--- config.mk ---
export PLATFORM = sky130hd
export DESIGN_NAME = branch_offset_encoder
export DESIGN_NICKNAME = d
export VERILOG_FILES = /design/src/rtl/branch_pkg.sv /design/src/rtl/offset_range_check.sv /design/src/rtl/branch_offset_encoder.sv
export SDC_FILE = /design/constraint.sdc
export NUM_CORES = 1
export LEC_CHECK = 0
export ABC_CLOCK_PERIOD_IN_PS = 2100
export CORE_ASPECT_RATIO = 0.9
export CORE_MARGIN = 5
export CORE_UTILIZATION = 52
export CTS_CLUSTER_SIZE = 25
export DETAILED_ROUTE_END_ITERATION = 8
export PLACE_DENSITY = 0.85
export SYNTH_ARGS = -nofsm -noshare
export SYNTH_HDL_FRONTEND = slang
export SYNTH_HIERARCHICAL = 1
export SYNTH_SLANG_ARGS = --single-unit
--- constraint.sdc ---
create_clock -name CLK -period 2.1 [get_ports CLK]
set_input_delay 0.315 -clock CLK [delete_from_list [all_inputs] [get_ports CLK]]
set_output_delay 0.315 -clock CLK [all_outputs]
set_load 0.02 [all_outputs]
--- src/rtl/branch_pkg.sv ---
// Shared definitions for the branch-offset encoding path.
// Latency: n/a (package only).
// Backpressure: n/a (package only).
//
// Holds the default field/address widths, the legal byte-offset window for
// those defaults, and the packed response record used by consumers of the
// encoder and the assembler checker.
package branch_pkg;

  // Default width of the encoded signed word-offset field.
  localparam int OFFSET_W_DEF = 8;

  // Default byte-address width.
  localparam int ADDR_W_DEF = 32;

  // Legal byte-offset window (TARGET - PC_PLUS4) for the default field width.
  // The field counts words, so the byte range is the signed field range * 4:
  // -128*4 = -512 up to +127*4 = +508.
  localparam int MIN_BYTE_OFFSET = -(1 << (OFFSET_W_DEF + 1));
  localparam int MAX_BYTE_OFFSET = (1 << (OFFSET_W_DEF + 1)) - 4;

  // One encoded result: the truncated offset plus both error flags.
  typedef struct packed {
    logic [OFFSET_W_DEF-1:0] offset;
    logic                    align_err;
    logic                    range_err;
  } rsp_t;

endpackage : branch_pkg

--- src/rtl/offset_range_check.sv ---
// Encodes a byte difference into a signed word offset and flags range/alignment faults.
// Latency: purely combinational, zero cycles.
// Backpressure: none; output follows input every cycle.
//
// Ports:
//   diff      in  ADDR_W    byte difference TARGET - PC_PLUS4 (modulo 2^ADDR_W)
//   offset    out OFFSET_W  diff[OFFSET_W+1:2]; truncated bits even when an error is flagged
//   align_err out 1         diff is not a multiple of 4
//   range_err out 1         word offset does not fit a signed OFFSET_W-bit field
module offset_range_check
  import branch_pkg::*;
#(
  parameter int OFFSET_W = OFFSET_W_DEF,
  parameter int ADDR_W   = ADDR_W_DEF
) (
  input  logic [ADDR_W-1:0]   diff,
  output logic [OFFSET_W-1:0] offset,
  output logic                align_err,
  output logic                range_err
);

  // Bits from the field's sign bit up to the MSB of the difference. The
  // slice deliberately includes diff[OFFSET_W+1] itself, so "every bit equal
  // to the field sign" reduces to "slice is all ones or all zeros".
  localparam int UPPER_W = ADDR_W - OFFSET_W - 1;

  logic [UPPER_W-1:0] upper;

  assign upper     = diff[ADDR_W-1:OFFSET_W+1];
  assign offset    = diff[OFFSET_W+1:2];
  assign align_err = |diff[1:0];
  // Sign extension of the field reproduces diff only if no upper bit differs.
  assign range_err = !((&upper) || !(|upper));

endmodule : offset_range_check

--- src/rtl/branch_offset_encoder.sv ---
// Two-stage pipeline turning a branch target address into an encoded word offset.
// Latency: response valid one edge after the accepting edge when the output stage is free.
// Backpressure: valid/ready; REQ_READY drops only when both stages are full and RSP_READY is low.
//
// Ports:
//   CLK        in  1         sole clock, rising edge
//   RESET      in  1         asynchronous, active-high reset
//   REQ_VALID  in  1         request present
//   REQ_READY  out 1         request accepted this cycle (no path from REQ_VALID)
//   PC_PLUS4   in  ADDR_W    address of the instruction after the branch
//   TARGET     in  ADDR_W    branch target byte address
//   RSP_VALID  out 1         response present
//   RSP_READY  in  1         consumer takes the response
//   OFFSET     out OFFSET_W  encoded word offset, meaningful only without error flags
//   ALIGN_ERR  out 1         target - PC_PLUS4 not a multiple of 4
//   RANGE_ERR  out 1         word offset does not fit the signed field
//   ERR_COUNT  out 8         saturating count of erroneous responses handed off
module branch_offset_encoder
  import branch_pkg::*;
#(
  parameter int OFFSET_W = OFFSET_W_DEF,
  parameter int ADDR_W   = ADDR_W_DEF
) (
  input  logic                CLK,
  input  logic                RESET,
  input  logic                REQ_VALID,
  output logic                REQ_READY,
  input  logic [ADDR_W-1:0]   PC_PLUS4,
  input  logic [ADDR_W-1:0]   TARGET,
  output logic                RSP_VALID,
  input  logic                RSP_READY,
  output logic [OFFSET_W-1:0] OFFSET,
  output logic                ALIGN_ERR,
  output logic                RANGE_ERR,
  output logic [7:0]          ERR_COUNT
);

  // Stage 1: raw byte difference.
  logic              v1;
  logic [ADDR_W-1:0] diff_q;

  // Stage 2: valid bit for the output register (payload lives in the outputs).
  logic              v2;

  // Stage-advance enables.
  logic adv1;
  logic adv2;

  // Combinational encode of stage-1 contents.
  logic [OFFSET_W-1:0] chk_offset;
  logic                chk_align;
  logic                chk_range;

  logic rsp_xfer;

  // The output stage can take new data when it is empty or being drained;
  // stage 1 can refill when it is empty or moving forward. Stage 1 moves
  // forward whenever stage 2 can take it, so a bubble is never parked in
  // front of an empty output stage.
  assign adv2      = !v2 || RSP_READY;
  assign adv1      = !v1 || adv2;
  assign REQ_READY = adv1;
  assign RSP_VALID = v2;
  assign rsp_xfer  = v2 && RSP_READY;

  offset_range_check #(
    .OFFSET_W (OFFSET_W),
    .ADDR_W   (ADDR_W)
  ) u_check (
    .diff      (diff_q),
    .offset    (chk_offset),
    .align_err (chk_align),
    .range_err (chk_range)
  );

  // Stage 1 register. The difference wraps modulo 2^ADDR_W, which is what
  // makes e.g. PC 0 -> target 0xFFFF_FFFC come out as -4.
  always_ff @(posedge CLK or posedge RESET) begin
    if (RESET) begin
      v1     <= 1'b0;
      diff_q <= '0;
    end else if (adv1) begin
      v1 <= REQ_VALID;
      if (REQ_VALID) begin
        diff_q <= TARGET - PC_PLUS4;
      end
    end
  end

  // Stage 2 / output register. Payload only reloads when stage 1 holds a
  // real request, so outputs stay put through stalls and bubbles.
  always_ff @(posedge CLK or posedge RESET) begin
    if (RESET) begin
      v2        <= 1'b0;
      OFFSET    <= '0;
      ALIGN_ERR <= 1'b0;
      RANGE_ERR <= 1'b0;
    end else if (adv2) begin
      v2 <= v1;
      if (v1) begin
        OFFSET    <= chk_offset;
        ALIGN_ERR <= chk_align;
        RANGE_ERR <= chk_range;
      end
    end
  end

  // Error counter: counts erroneous responses as they are handed off and
  // sticks at all-ones rather than wrapping.
  always_ff @(posedge CLK or posedge RESET) begin
    if (RESET) begin
      ERR_COUNT <= 8'd0;
    end else if (rsp_xfer && (ALIGN_ERR || RANGE_ERR) && (ERR_COUNT != 8'hFF)) begin
      ERR_COUNT <= ERR_COUNT + 8'd1;
    end
  end

endmodule : branch_offset_encoder

== After elaboration in Yosys (flattened, before gate mapping) ==
Index checks and enable logic that the tools add are counted.

* Equal/unequal tests: 1
* $add $sub $neg: 2
* Reductions and logical operators: 16

{| class="wikitable"
|+ Operator list
! kind !! count
|-
| $sub A32 B32 Y32 || 1
|-
| $reduce_and A23 Y1 || 1
|-
| $reduce_or A23 Y1 || 1
|-
| $add A8 B1 Y8 const B || 1
|-
| $ne A8 B8 Y1 const B || 1
|-
| $logic_not A1 Y1 || 4
|-
| $logic_or A1 B1 Y1 || 4
|-
| $reduce_and A2 Y1 || 2
|-
| $logic_and A1 B1 Y1 || 3
|-
| $reduce_or A2 Y1 || 1
|}

* Output and inout bits: 20
* Input port bits: 68
* Register bits after elaboration: 52

== Logic depth before layout (Yosys ltp) ==
Gate-level depths: netlist of the first run.

* Depth after elaboration: 4
* Depth in mapped cells: 10

== By module ==
Netlist of the first run, hierarchy kept.

{| class="wikitable"
|+ Modules (own cells, without submodules)
! module !! area an instance (um2) !! times used !! cells each
|-
| branch_offset_encoder || 3857.4 || 1 || 453
|-
| offset_range_check || 197.7 || 1 || 26
|}

== Worst setup path after synthesis of the first run ==
OpenSTA, ideal clock, no wires.

* Path kind: input port to flip-flop
* Start point: input port TARGET[0]
* End point: register diff_q[30]
* Stages: 10
* Arrival: 2.051 ns
* Data required time: 1.973 ns
* Path slack: -0.078 ns
* Setup time: 0.127 ns
* Cells stage by stage: inv_1 > ha_1 > fa_1 > nor2b_1 > o2111ai_1 > a21oi_1 > o211ai_1 > a31oi_2 > a311o_1 > nand3_1

* Cells in the longest elaborated chain, start to end: 1

{| class="wikitable"
|+ RTL lines
! item !! RTL line !! text
|-
| from (decl) || branch_offset_encoder.sv:29 || <nowiki>input logic [ADDR_W-1:0] TARGET,</nowiki>
|-
| $sub A32 B32 Y32 || branch_offset_encoder.sv:85 || <nowiki>diff_q <= TARGET - PC_PLUS4;</nowiki>
|-
| to (signal assigned) || branch_offset_encoder.sv:85 ||
|-
| to (decl) || branch_offset_encoder.sv:40 || <nowiki>logic [ADDR_W-1:0] diff_q;</nowiki>
|}

No other way between the ends.
A chain may end at the register's enable or synchronous reset.

== Final worst setup path of the first run ==
* Start point: input port PC_PLUS4[21]
* End point: register diff_q[24]

* Cells in the longest elaborated chain, start to end: 1

{| class="wikitable"
|+ RTL lines
! item !! RTL line !! text
|-
| from (decl) || branch_offset_encoder.sv:28 || <nowiki>input logic [ADDR_W-1:0] PC_PLUS4,</nowiki>
|-
| $sub A32 B32 Y32 || branch_offset_encoder.sv:85 ||
|}

No other way between the ends.

==> summary.md, run 1 <==
| Metric | Value |
|---|---|
| Status | finished, violations left |
| Failing checks | setup timing |
| FFs w/ async S/R, synth | 1.000 |
| Final Critical Period | 2.226 ns |
| Cell variety after synth | 58 |
| Pin count of the biggest net entering global routing | between 40 and 50 |
| Post-synth top flop | dfrtp_1 |
| Max-Slew Margin vs Limit | 0.6384 |
| Die W | between 100 and 150 um |
| Mapped Area | 4055 sq um |
| Core Area | 7582 sq um |
| Bufs on Longest Clock Path | 2 |
| Number of antenna violations at the first check in global routing | 0 |
| Sequential fraction of the synthesis area | 0.3209 |
| Worst vdd ir | ~390 uV |
| Leakage | 2.858 nW |
| Filler Cell Count | 379 |
| Critical path startpoint category | primary input |
| Fmax | 449.2 MHz |
| Yosys warning count | 6 |
| Critical Path Fanout Max | 3 |
| CTS buffer count | 5 |
| Pwr dens | 644.9 nW/um^2 |
| Starting density of the core | 0.5348 |
| Clk slew on worst S/H paths | ~0.10 ns |
| First-pass GRT wire length | between 20 and 25 mm |
| Maxcap violations | 0 |
| Ant diodes | 0 |
| Vias per cell | 6.181 |
| Final Skew | between 0.01 and 0.015 ns |
| Root Driver | clkbuf_8 |
| Post-DRT Antenna Nets | 0 |
| Setup Crit Path Kind | in2reg |
| CTS Sinks | 52 |
| Post-synth EDFFs | 0 |
| Number of global-route vias before repair | ~4600 |
| Vias after detailed routing | 4673 |
| Share of layout cells above drive strength 1 | 0.3803 |
| Final hold vios | 0 |
| Hold buffers post-CTS | 0 |
| RSZ-0062 raised after global routing | yes |
| All-Layer GR Usage | 0.2736 |
| DIE HEIGHT | 93.78 um |
| GP Congestion | 0.8725 |
| CP required | about 2.3 ns |
| CP arrival | 2.43 ns |
| Cells after synthesis | 479 |
| Final worst path period share | 1.060 |
| CTS tree | yes |
| Worst setup margin | -0.1263 ns |
| #FFs+latches synth | 52 |
| Skew-Pair Late Insertion Delay | 0.31 ns |
| Min-delay worst type | in2reg |
| Initial DRC Count | 382 |
| Synthesized area per cell | 8.466 sq um |
| Worst-margin pin slew | 0.5415 ns |
| Final core utilization | 0.8540 |
| Overflow after GRT | 0 |
| Wire per inst | approximately 19 um |
| PnR Total Power | ~0.0042 W |
| CTS H-tree lvls | 2 |
| HPWL after DPL | about 9.6 mm |
| Number of port buffers | 87 |
| Post-Route WL | 14.47 mm |
| Syn nets | 580 |
| Final max-slew violation count | 0 |
| DRC Markers | 0 |
| Setup violators final | 3 |
| Worst Setup End Kind | register |
| Initial DRT Pass Iterations | 6 |
| Num ports | 88 |
| Die area | 9667 sq um |
| Row cnt | 30 |
| Area delta synth->final | 59.67% |
| NumNets Final | between 700 and 800 |
[stage by stage]
stage          cells    TNS, ns  area (sq um)  setup slack [ns]  hold WS, ns
3_3_place_gp     729     -12.01          5690           -0.6913       0.4558
3_5_place_dp     729     -14.71          5690           -0.8269       0.4670
2_1_floorplan    479  -0.005129          4091         -0.003987       0.4234
5_1_grt          756    -0.4207          6475           -0.1452       0.3227
6_report         756    -0.1633          6475           -0.1263       0.3221
4_1_cts          752          0          6329          0.002404       0.3589
[worst max-delay path: stages]
cell             delay, ns
clkdlybuf4s50_1       0.48
inv_1                 0.06
ha_1                  0.31
buf_4                 0.16
a21o_1                0.23
a31oi_2               0.21
nand2_1               0.15
o21a_1                0.24
o31ai_1               0.29
[final cells by class]
type | count | area, sq um | area share
repair buffers | 201 | 1742 | 0.2690
clock inverters | 2 | 13.76 | 0.002126
multi-input cells | 363 | 3078 | 0.4754
inverters | 36 | 137.6 | 0.02126
clock buffers | 6 | 82.58 | 0.01275
well taps | 96 | 120.1 | 0.01855
flip-flops and latches | 52 | 1301 | 0.2010
[kinds of logic after synthesis]
family | synth area share
and+or+nand+nor | 0.1814
AOI/OAI and AO/OA | 0.2367
buffers and inverters | 0.06850
DFF | 0.3209
adders and majority gates | 0.1037
xor gates and xnor gates | 0.05832
muxes | 0.03055
[power breakdown]
part	internal [W]	switching, W
logic	0.00105	0.00102
clock network	0.000270	0.000344
registers	0.00126	0.000242
total	0.00258	0.00160
[cells in the mapped netlist (all sizes together) (3+ instances only)]
cell type / count / area, sq um
xor2: 8 / 70.07
nand3: 6 / 30.03
nand2b: 9 / 56.30
a21o: 13 / 97.59
a21oi: 35 / 175.2
ha: 32 / 400.4
clkbuf: 14 / 52.55
nor2: 21 / 78.83
dfrtp: 52 / 1301
nand4: 18 / 112.6
and3: 5 / 31.28
buf: 14 / 90.09
and2: 3 / 18.77
a31oi: 5 / 43.79
o2111ai: 3 / 26.28
a211oi: 4 / 47.54
xnor2: 19 / 166.4
o211ai: 9 / 72.57
nor4: 8 / 68.82
inv: 36 / 135.1
o21ai: 40 / 204.0
nor3: 6 / 30.03
nand2: 67 / 251.5
mux2: 11 / 123.9
o31ai: 5 / 42.54
a2111o: 3 / 33.78
o21a: 5 / 37.54
[cells in the final DEF (no fill, tap or decap), types with 5 or more instances in the layout]
master and n:
buf_4 105, nand2_1 65, dfrtp_1 52, clkdlybuf4s50_1 48, ha_4 25, a21oi_1 21, inv_2 21, dlygate4sd2_1 20
o21ai_0 19, nand4_1 18, xnor2_1 18, nor2_1 16, o21ai_1 16, inv_1 14, a21oi_2 13, a21o_1 12
mux2_2 11, nand2b_1 8, o211ai_1 8, xor2_1 8, buf_6 8, clkdlybuf4s15_1 8, ha_1 6, clkbuf_8 6
nor4_2 5, o21a_1 5, nor3_1 5, nand3_1 5
[sequential cells by signal, summed over array words and instances (netlist names)]
signal,flops
RSP_VALID,1
v1,1
diff_q,32
OFFSET,8
ALIGN_ERR,1
RANGE_ERR,1
ERR_COUNT,8
[metal layers]
layer / vias to the layer above / GRT usage / part of all wire / wire, um
met5: - / 0 / 0 / 0
met4: 0 / 0.1230 / 0.062 / 893
met3: 108 / 0.05197 / 0.080 / 1154
met2: 324 / 0.4824 / 0.49 / 7083
met1: 2179 / 0.3170 / 0.37 / 5336
li1: 2062 / - / - / -
[final timing paths]
kind                                               start                  endpoint  slack (ns)  cells past startpoint
worst max-delay path                        PC_PLUS4[21]    diff_q[24]$_DFFE_PP0P_       -0.13                      9
worst min-delay path                         PC_PLUS4[0]     diff_q[0]$_DFFE_PP0P_        0.32                      3
worst max register to register  ERR_COUNT[3]$_DFFE_PP0P_  ERR_COUNT[5]$_DFFE_PP0P_        0.33                      6
worst min register to register     diff_q[1]$_DFFE_PP0P_     diff_q[1]$_DFFE_PP0P_        0.49                      2
max in group asynchronous                          RESET     OFFSET[7]$_DFFE_PP0P_        1.18                      3
min in group asynchronous                          RESET    diff_q[22]$_DFFE_PP0P_        0.37                      2
[what timing repair did]
action                                  4_1_cts  5_1_grt
pin swaps                                    63       35
buffers inserted                             15        6
endpoints found under the setup margin       23       12
gates cloned                                  0        0
resized for setup                           148       41
(Power assumes the default switching activity.)
==> run 2: changes to the inputs <==
--- a/config.mk
+++ b/config.mk
@@ -12,6 +12,7 @@
 export CTS_CLUSTER_SIZE = 25
 export DETAILED_ROUTE_END_ITERATION = 8
 export PLACE_DENSITY = 0.85
+export SETUP_SLACK_MARGIN = 0.02
 export SYNTH_ARGS = -nofsm -noshare
 export SYNTH_HDL_FRONTEND = slang
 export SYNTH_HIERARCHICAL = 1
==> run 2 against run 1 <==
The run ends with DRC, setup timing left. Fmax shrank 4.9%. Flip-flop and latch count is the same. Die area is the same. Critical path depth grew 3. Sequential share of layout area shrank 0.074 points. Worst hold slack lost 0.011 ns. Total power grew 5.9%. Sequential power is essentially flat. First-iteration DRC count grew 61%. Clock power grew 25%. Register-to-register slack is essentially flat. Count of clock-buffer cells in the layout grew 1. Highest routed layer unchanged.
==> summary.md, run 2 (synthesis results as in run 1) <==
| Metric | Value |
|---|---|
| Status | finished, violations left |
| Failing checks | DRC, setup timing |
| Maxcap violations | 0 (unchanged) |
| Bufs on Longest Clock Path | 2 (unchanged) |
| Starting density of the core | 0.5348 (unchanged) |
| Post-route cell area | 6499 sq um (+0.37%) |
| Worst vdd ir | 517.1 uV (+31%) |
| CTS H-tree lvls | 2 (unchanged) |
| Area delta synth->final | 60.26% |
| Leakage | 2.921 nW (+2.2%) |
| Max-Slew Margin vs Limit | 0.6127 (-0.02576) |
| DIE HEIGHT | 93.78 um (unchanged) |
| Num ports | 88 (unchanged) |
| Final hold vios | 0 (unchanged) |
| CP required | 2.30 ns (about the same) |
| Critical Path Fanout Max | 4 (+1) |
| Vias after detailed routing | 5009 (+7.2%) |
| CTS tree | yes |
| Min-delay worst type | in2reg |
| Die area | 9667 sq um (unchanged) |
| Pin count of the biggest net entering global routing | 53 (+26%) |
| Largest register by flop count | diff_q |
| HPWL after DPL | 9.227 mm (-3.7%) |
| Final max-slew violation count | 0 (unchanged) |
| Core Area | 7582 sq um (unchanged) |
| Hold buffers post-CTS | 0 (unchanged) |
| All-Layer GR Usage | 0.2856 (+0.01203) |
| Root Driver | clkbuf_8 |
| Final Skew | 0.007391 ns (-0.003335 ns) |
| Hold_ws | 0.3110 ns (-0.01117 ns) |
| Die W | 103.1 um (unchanged) |
| Setup violators final | 11 (+8) |
| First-pass GRT wire length | 22.15 mm (+3.4%) |
| Critical path startpoint category | primary input |
| Clk slew on worst S/H paths | 0.10 ns (about the same) |
| Post-DRT Antenna Nets | 0 (unchanged) |
| DRC Markers | 19 (+19) |
| Setup Crit Path Kind | in2reg |
| CP arrival | 2.54 ns (+0.11 ns) |
| Worst setup margin | -0.2408 ns (-0.1145 ns) |
| PnR Total Power | 0.004421 W (+5.9%) |
| Placed Area | 5717 sq um (+0.46%) |
| Overflow after GRT | 0 (unchanged) |
| CTS Sinks | 52 (unchanged) |
| Final Critical Period | 2.341 ns (+0.1145 ns) |
| Vias per cell | 6.599 (+6.8%) |
| Skew-Pair Late Insertion Delay | 0.32 ns (about the same) |
| Post-Route WL | 16.54 mm (+14%) |
| Worst Setup End Kind | register |
| Number of global-route vias before repair | 4769 (+2.9%) |
| Worst-margin pin slew | 0.5810 ns (+0.03943 ns) |
| NumNets Final | 763 (+0.39%) |
| Row cnt | 30 (unchanged) |
| Number of flip-flops under the largest register name | 32 (unchanged) |
| Wire per inst | 21.80 um (+14%) |
| Most frequent cells in the layout | buf_4 (111), nand2_1 (62), dfrtp_1 (52) |
| Share of layout cells above drive strength 1 | 0.4012 (+0.02090) |
| Biggest regs | diff_q x32, ERR_COUNT x8, OFFSET x8 |
| Most common cell after layout, fill and taps aside | buf_4 |
| Final worst path period share | 1.115 (+0.05453) |
| Number of antenna violations at the first check in global routing | 0 (unchanged) |
| Pwr dens | 680.3 nW/um^2 (+5.5%) |
| GP Congestion | 0.9683 (+11%) |
| Fmax | 427.2 MHz (-4.9%) |
| RSZ-0062 raised after global routing | yes |
| Initial DRT Pass Iterations | 9 (+3) |
| Initial DRC Count | 616 (+61%) |
| Number of port buffers | 87 (unchanged) |
| CTS buffer count | 5 (unchanged) |
| Ant diodes | 0 (unchanged) |
## run 2: area by class of cell
| type | instances | area, sq um |
|---|---|---|
| Clock buffer | 7 | 96.34 |
| Clock inverter | 1 | 30.03 |
| Fill cell | 368 | 1084 |
| Inverter | 36 | 147.6 |
| Multi-Input combinational cell | 363 | 3112 |
| Sequential cell | 52 | 1301 |
| Tap cell | 96 | 120.1 |
| Timing Repair Buffer | 204 | 1692 |
## run 2: power breakdown
part / total [W] / switching, W / leakage, nW / internal (W)
Combinational: 0.00214 / 0.00109 / 2.23 / 0.00105
Sequential: 0.00152 / 0.000258 / 0.632 / 0.00126
Clock: 0.000767 / 0.000346 / 0.0645 / 0.000421
## run 2: critical path: stages
cell and delay (ns):
buf_8 0.11, inv_12 0.04, ha_4 0.14, fa_2 0.26
nor2b_4 0.07, o2111ai_4 0.25, nand2_1 0.19, a211oi_4 0.37
a21oi_1 0.19, buf_4 0.17, nor4_1 0.33, o31ai_1 0.11
## run 2: path summary, 6_finish.rpt
kind / startpoint / endpoint / slack [ns] / depth (start not counted)
setup / recovery: TARGET[0] / diff_q[16]$_DFFE_PP0P_ / -0.24 / 12
hold reg to reg: diff_q[4]$_DFFE_PP0P_ / diff_q[4]$_DFFE_PP0P_ / 0.51 / 2
setup reg to reg: RSP_VALID$_DFFE_PP0P_ / diff_q[17]$_DFFE_PP0P_ / 0.32 / 4
max in group asynchronous: RESET / diff_q[28]$_DFFE_PP0P_ / 1.51 / 3
min in group asynchronous: RESET / diff_q[26]$_DFFE_PP0P_ / 0.37 / 3
hold / removal: PC_PLUS4[0] / diff_q[0]$_DFFE_PP0P_ / 0.31 / 3
## run 2: layer usage
layer	up-vias	track usage	wire [um]	share of wire
li1	2070	-	-	-
met1	2276	0.3310	5558	0.34
met2	483	0.5101	7825	0.47
met3	180	0.02970	1731	0.10
met4	0	0.1510	1429	0.086
met5	-	0	0	0
## run 2: timing repair
| action | in CTS | in global routing |
|---|---|---|
| gates resized for setup | 158 | 55 |
| buffers inserted | 13 | 8 |
| endpoints found under the setup margin | 25 | 15 |
| pin swaps | 56 | 35 |
## run 2: metrics by stage
stage / setup slack (ns) / std cells / util / TNS, ns
global placement: -0.7849 / 732 / 0.7540 / -13.22
global route: -0.2798 / 759 / 0.8571 / -1.872
CTS: 0.02571 / 752 / 0.8259 / 0
finish: -0.2408 / 759 / 0.8571 / -1.340
floorplan: 0.003142 / 479 / - / 0
detailed placement: -0.8945 / 732 / 0.7540 / -15.33
==> run 3: changes to the inputs <==
--- a/config.mk
+++ b/config.mk
@@ -13,6 +13,7 @@
 export DETAILED_ROUTE_END_ITERATION = 8
 export PLACE_DENSITY = 0.85
 export SETUP_SLACK_MARGIN = 0.02
+export SKIP_LAST_GASP = 1
 export SYNTH_ARGS = -nofsm -noshare
 export SYNTH_HDL_FRONTEND = slang
 export SYNTH_HIERARCHICAL = 1
==> run 3 against run 2 <==
The flow still finishes with violations (DRC, setup timing). Highest routed layer unchanged. Global-route usage is the same. Combinational power hardly changed. Cell count unchanged. Critical path depth stayed put. Critical path type unchanged. Largest power group unchanged. Fmax shrank 2.8%.
==> summary.md, run 3 (synthesis results as in run 1) <==
| Metric | Value |
|---|---|
| Multi-input gate area | 3112 sq um (unchanged) |
| Most common cell after layout, fill and taps aside | buf_4 |
| Min-delay worst type | in2reg |
| Setup Crit Path Kind | in2reg |
| Die area | 9667 sq um (unchanged) |
| Leakage | 2.922 nW (about the same) |
| HPWL after DPL | 9.227 mm (unchanged) |
| Row cnt | 30 (unchanged) |
| Setup violators final | 12 (+1) |
| Most frequent cells in the layout | buf_4 (111), nand2_1 (62), dfrtp_1 (52) |
| Pin count of the biggest net entering global routing | 53 (unchanged) |
| Final core utilization | 0.8579 (about the same) |
| Ant diodes | 0 (unchanged) |
| Post-Route WL | 16.63 mm (+0.52%) |
| Worst Setup End Kind | register |
| Placed Area | 5717 sq um (unchanged) |
| Num ports | 88 (unchanged) |
| Vias per cell | 6.551 (-0.74%) |
| Maxcap violations | 0 (unchanged) |
| Largest register by flop count | diff_q |
| CTS H-tree lvls | 2 (unchanged) |
| CTS buffer count | 5 (unchanged) |
| Final max-slew violation count | 0 (unchanged) |
| Root Driver | clkbuf_8 |
| Overflow after GRT | 0 (unchanged) |
| Combinational Power Share | 0.483 (about the same) |
| NumNets Final | 763 (unchanged) |
| Hold buffers post-CTS | 0 (unchanged) |
| Hold_ws | 0.3123 ns (+0.001322 ns) |
| Wire per inst | 21.91 um (+0.52%) |
| CP required | 2.30 ns (about the same) |
| Status | finished, violations left |
| Final hold vios | 0 (unchanged) |
| Area delta synth->final | 60.41% (about the same) |
| First-pass GRT wire length | 22.15 mm (unchanged) |
| Pre-CTS setup slack | -0.8945 ns (unchanged) |
| CP arrival | 2.60 ns (+0.06 ns) |
| Critical path startpoint category | primary input |
| Die W | 103.1 um (unchanged) |
| Post-DRT Antenna Nets | 0 (unchanged) |
| DRC Markers | 1 (-18) |
| Reg power frac | 0.343 (about the same) |
| Skew-Pair Late Insertion Delay | 0.32 ns (about the same) |
| Post-route cell area | 6505 sq um (about the same) |
| DIE HEIGHT | 93.78 um (unchanged) |
| Failing checks | DRC, setup timing |
| Final worst path period share | 1.147 (+0.03191) |
| Clock network fraction of design power | 0.174 (about the same) |
| Inst Count DP | 732 (unchanged) |
| Worst setup margin | -0.3078 ns (-0.06700 ns) |
| Internal power | 0.002729 W (about the same) |
| RSZ-0062 raised after global routing | yes |
| Final Skew | 0.008053 ns (+0.0006612 ns) |
| CTS Sinks | 52 (unchanged) |
| Number of flip-flops under the largest register name | 32 (unchanged) |
| Core Area | 7582 sq um (unchanged) |
| Number of antenna violations at the first check in global routing | 0 (unchanged) |
| GP Congestion | 0.9683 (unchanged) |
| P_sw | 0.001690 W (-0.22%) |
| Worst vdd ir | 516.6 uV (about the same) |
| Final Critical Period | 2.408 ns (+0.06700 ns) |
| Vias after detailed routing | 4972 (-0.74%) |
| Share of layout cells above drive strength 1 | 0.4012 (unchanged) |
| Initial DRT Pass Iterations | 9 (unchanged) |
| Pwr dens | 679.2 nW/um^2 (-0.16%) |
| Register area | 1301 sq um (unchanged) |
| Starting density of the core | 0.5348 (unchanged) |
| All-Layer GR Usage | 0.2856 (unchanged) |
| Layout Cells excl Fill | 759 (unchanged) |
| Worst-margin pin slew | 0.5853 ns (+0.004276 ns) |
| Switching share of power | 0.3824 (-0.0005870) |
| Clk slew on worst S/H paths | 0.10 ns (about the same) |
| Critical Path Fanout Max | 4 (unchanged) |
| Initial DRC Count | 616 (unchanged) |
| Fmax | 415.3 MHz (-2.8%) |
| Biggest regs | diff_q x32, ERR_COUNT x8, OFFSET x8 |
| Number of port buffers | 87 (unchanged) |
| CTS tree | yes |
| Bufs on Longest Clock Path | 2 (unchanged) |
| Number of global-route vias before repair | 4769 (unchanged) |
| Filler Cell Count | 366 (-0.54%) |
| Max-Slew Margin vs Limit | 0.6098 (-0.002851) |
[run 3: changes by cell type in the layout (fill, tap and decap cells not counted)]
cell,previous run,this run
buf_2,10,9
clkdlybuf4s15_2,2,3
[run 3: power groups by stage]
stage	registers [W]	clock network (W)	logic, W
after floorplan	0.00159	0	0.000851
after global placement	0.00147	0	0.00167
after detailed placement	0.00150	0	0.00175
after CTS	0.00148	0.000746	0.00189
after global routing	0.00154	0.000801	0.00226
final	0.00152	0.000767	0.00214
[run 3: worst max-delay path, cell delays in order]
cell       delay (ns)
buf_8            0.11
inv_12           0.04
ha_4             0.14
fa_2             0.26
nor2b_4          0.07
o2111ai_4        0.26
nand2_1          0.19
a211oi_4         0.36
a21oi_1          0.17
buf_4            0.17
nor4_1           0.39
o31ai_1          0.11
[run 3: timing repair]
| item | CTS | global route |
|---|---|---|
| setup endpoints to repair | 25 | 15 |
| buffers inserted | 13 | 8 |
| endpoints found under the hold margin | 0 | 0 |
| gates resized for setup | 158 | 54 |
| pin swaps | 56 | 35 |
[run 3: path summary, 6_finish.rpt]
kind | startpoint | endpoint | slack, ns | cells past startpoint
max reg2reg | RSP_VALID$_DFFE_PP0P_ | diff_q[17]$_DFFE_PP0P_ | 0.32 | 4
min in group asynchronous | RESET | diff_q[26]$_DFFE_PP0P_ | 0.37 | 3
max in group asynchronous | RESET | OFFSET[7]$_DFFE_PP0P_ | 1.51 | 3
min reg2reg | diff_q[4]$_DFFE_PP0P_ | diff_q[4]$_DFFE_PP0P_ | 0.51 | 2
min | PC_PLUS4[0] | diff_q[0]$_DFFE_PP0P_ | 0.31 | 3
max | TARGET[0] | diff_q[16]$_DFFE_PP0P_ | -0.31 | 12
[run 3: per-layer routing]
metal	vias up	global-route usage	wire length [um]
met1	2261	0.3310	5674
met2	456	0.5101	7776
met3	188	0.02970	1611
met4	0	0.1510	1567
met5	-	0	0
li1	2067	-	-
[run 3: layout make-up]
class	count	share of cell area
Clock buffer	7	0.01481
Inverter	36	0.02270
Timing Repair Buffer	204	0.2610
Sequential cell	52	0.2000
Multi-Input combinational cell	363	0.4784
Clock inverter	1	0.004616
Tap cell	96	0.01847
[run 3: through the flow]
step / setup TNS (ns) / total power [W]
finish: -1.438 / 0.004418
global route: -1.872 / 0.004598
CTS: 0 / 0.004123
detailed placement: -15.33 / 0.003248
global placement: -13.22 / 0.003149
floorplan: 0 / 0.002440
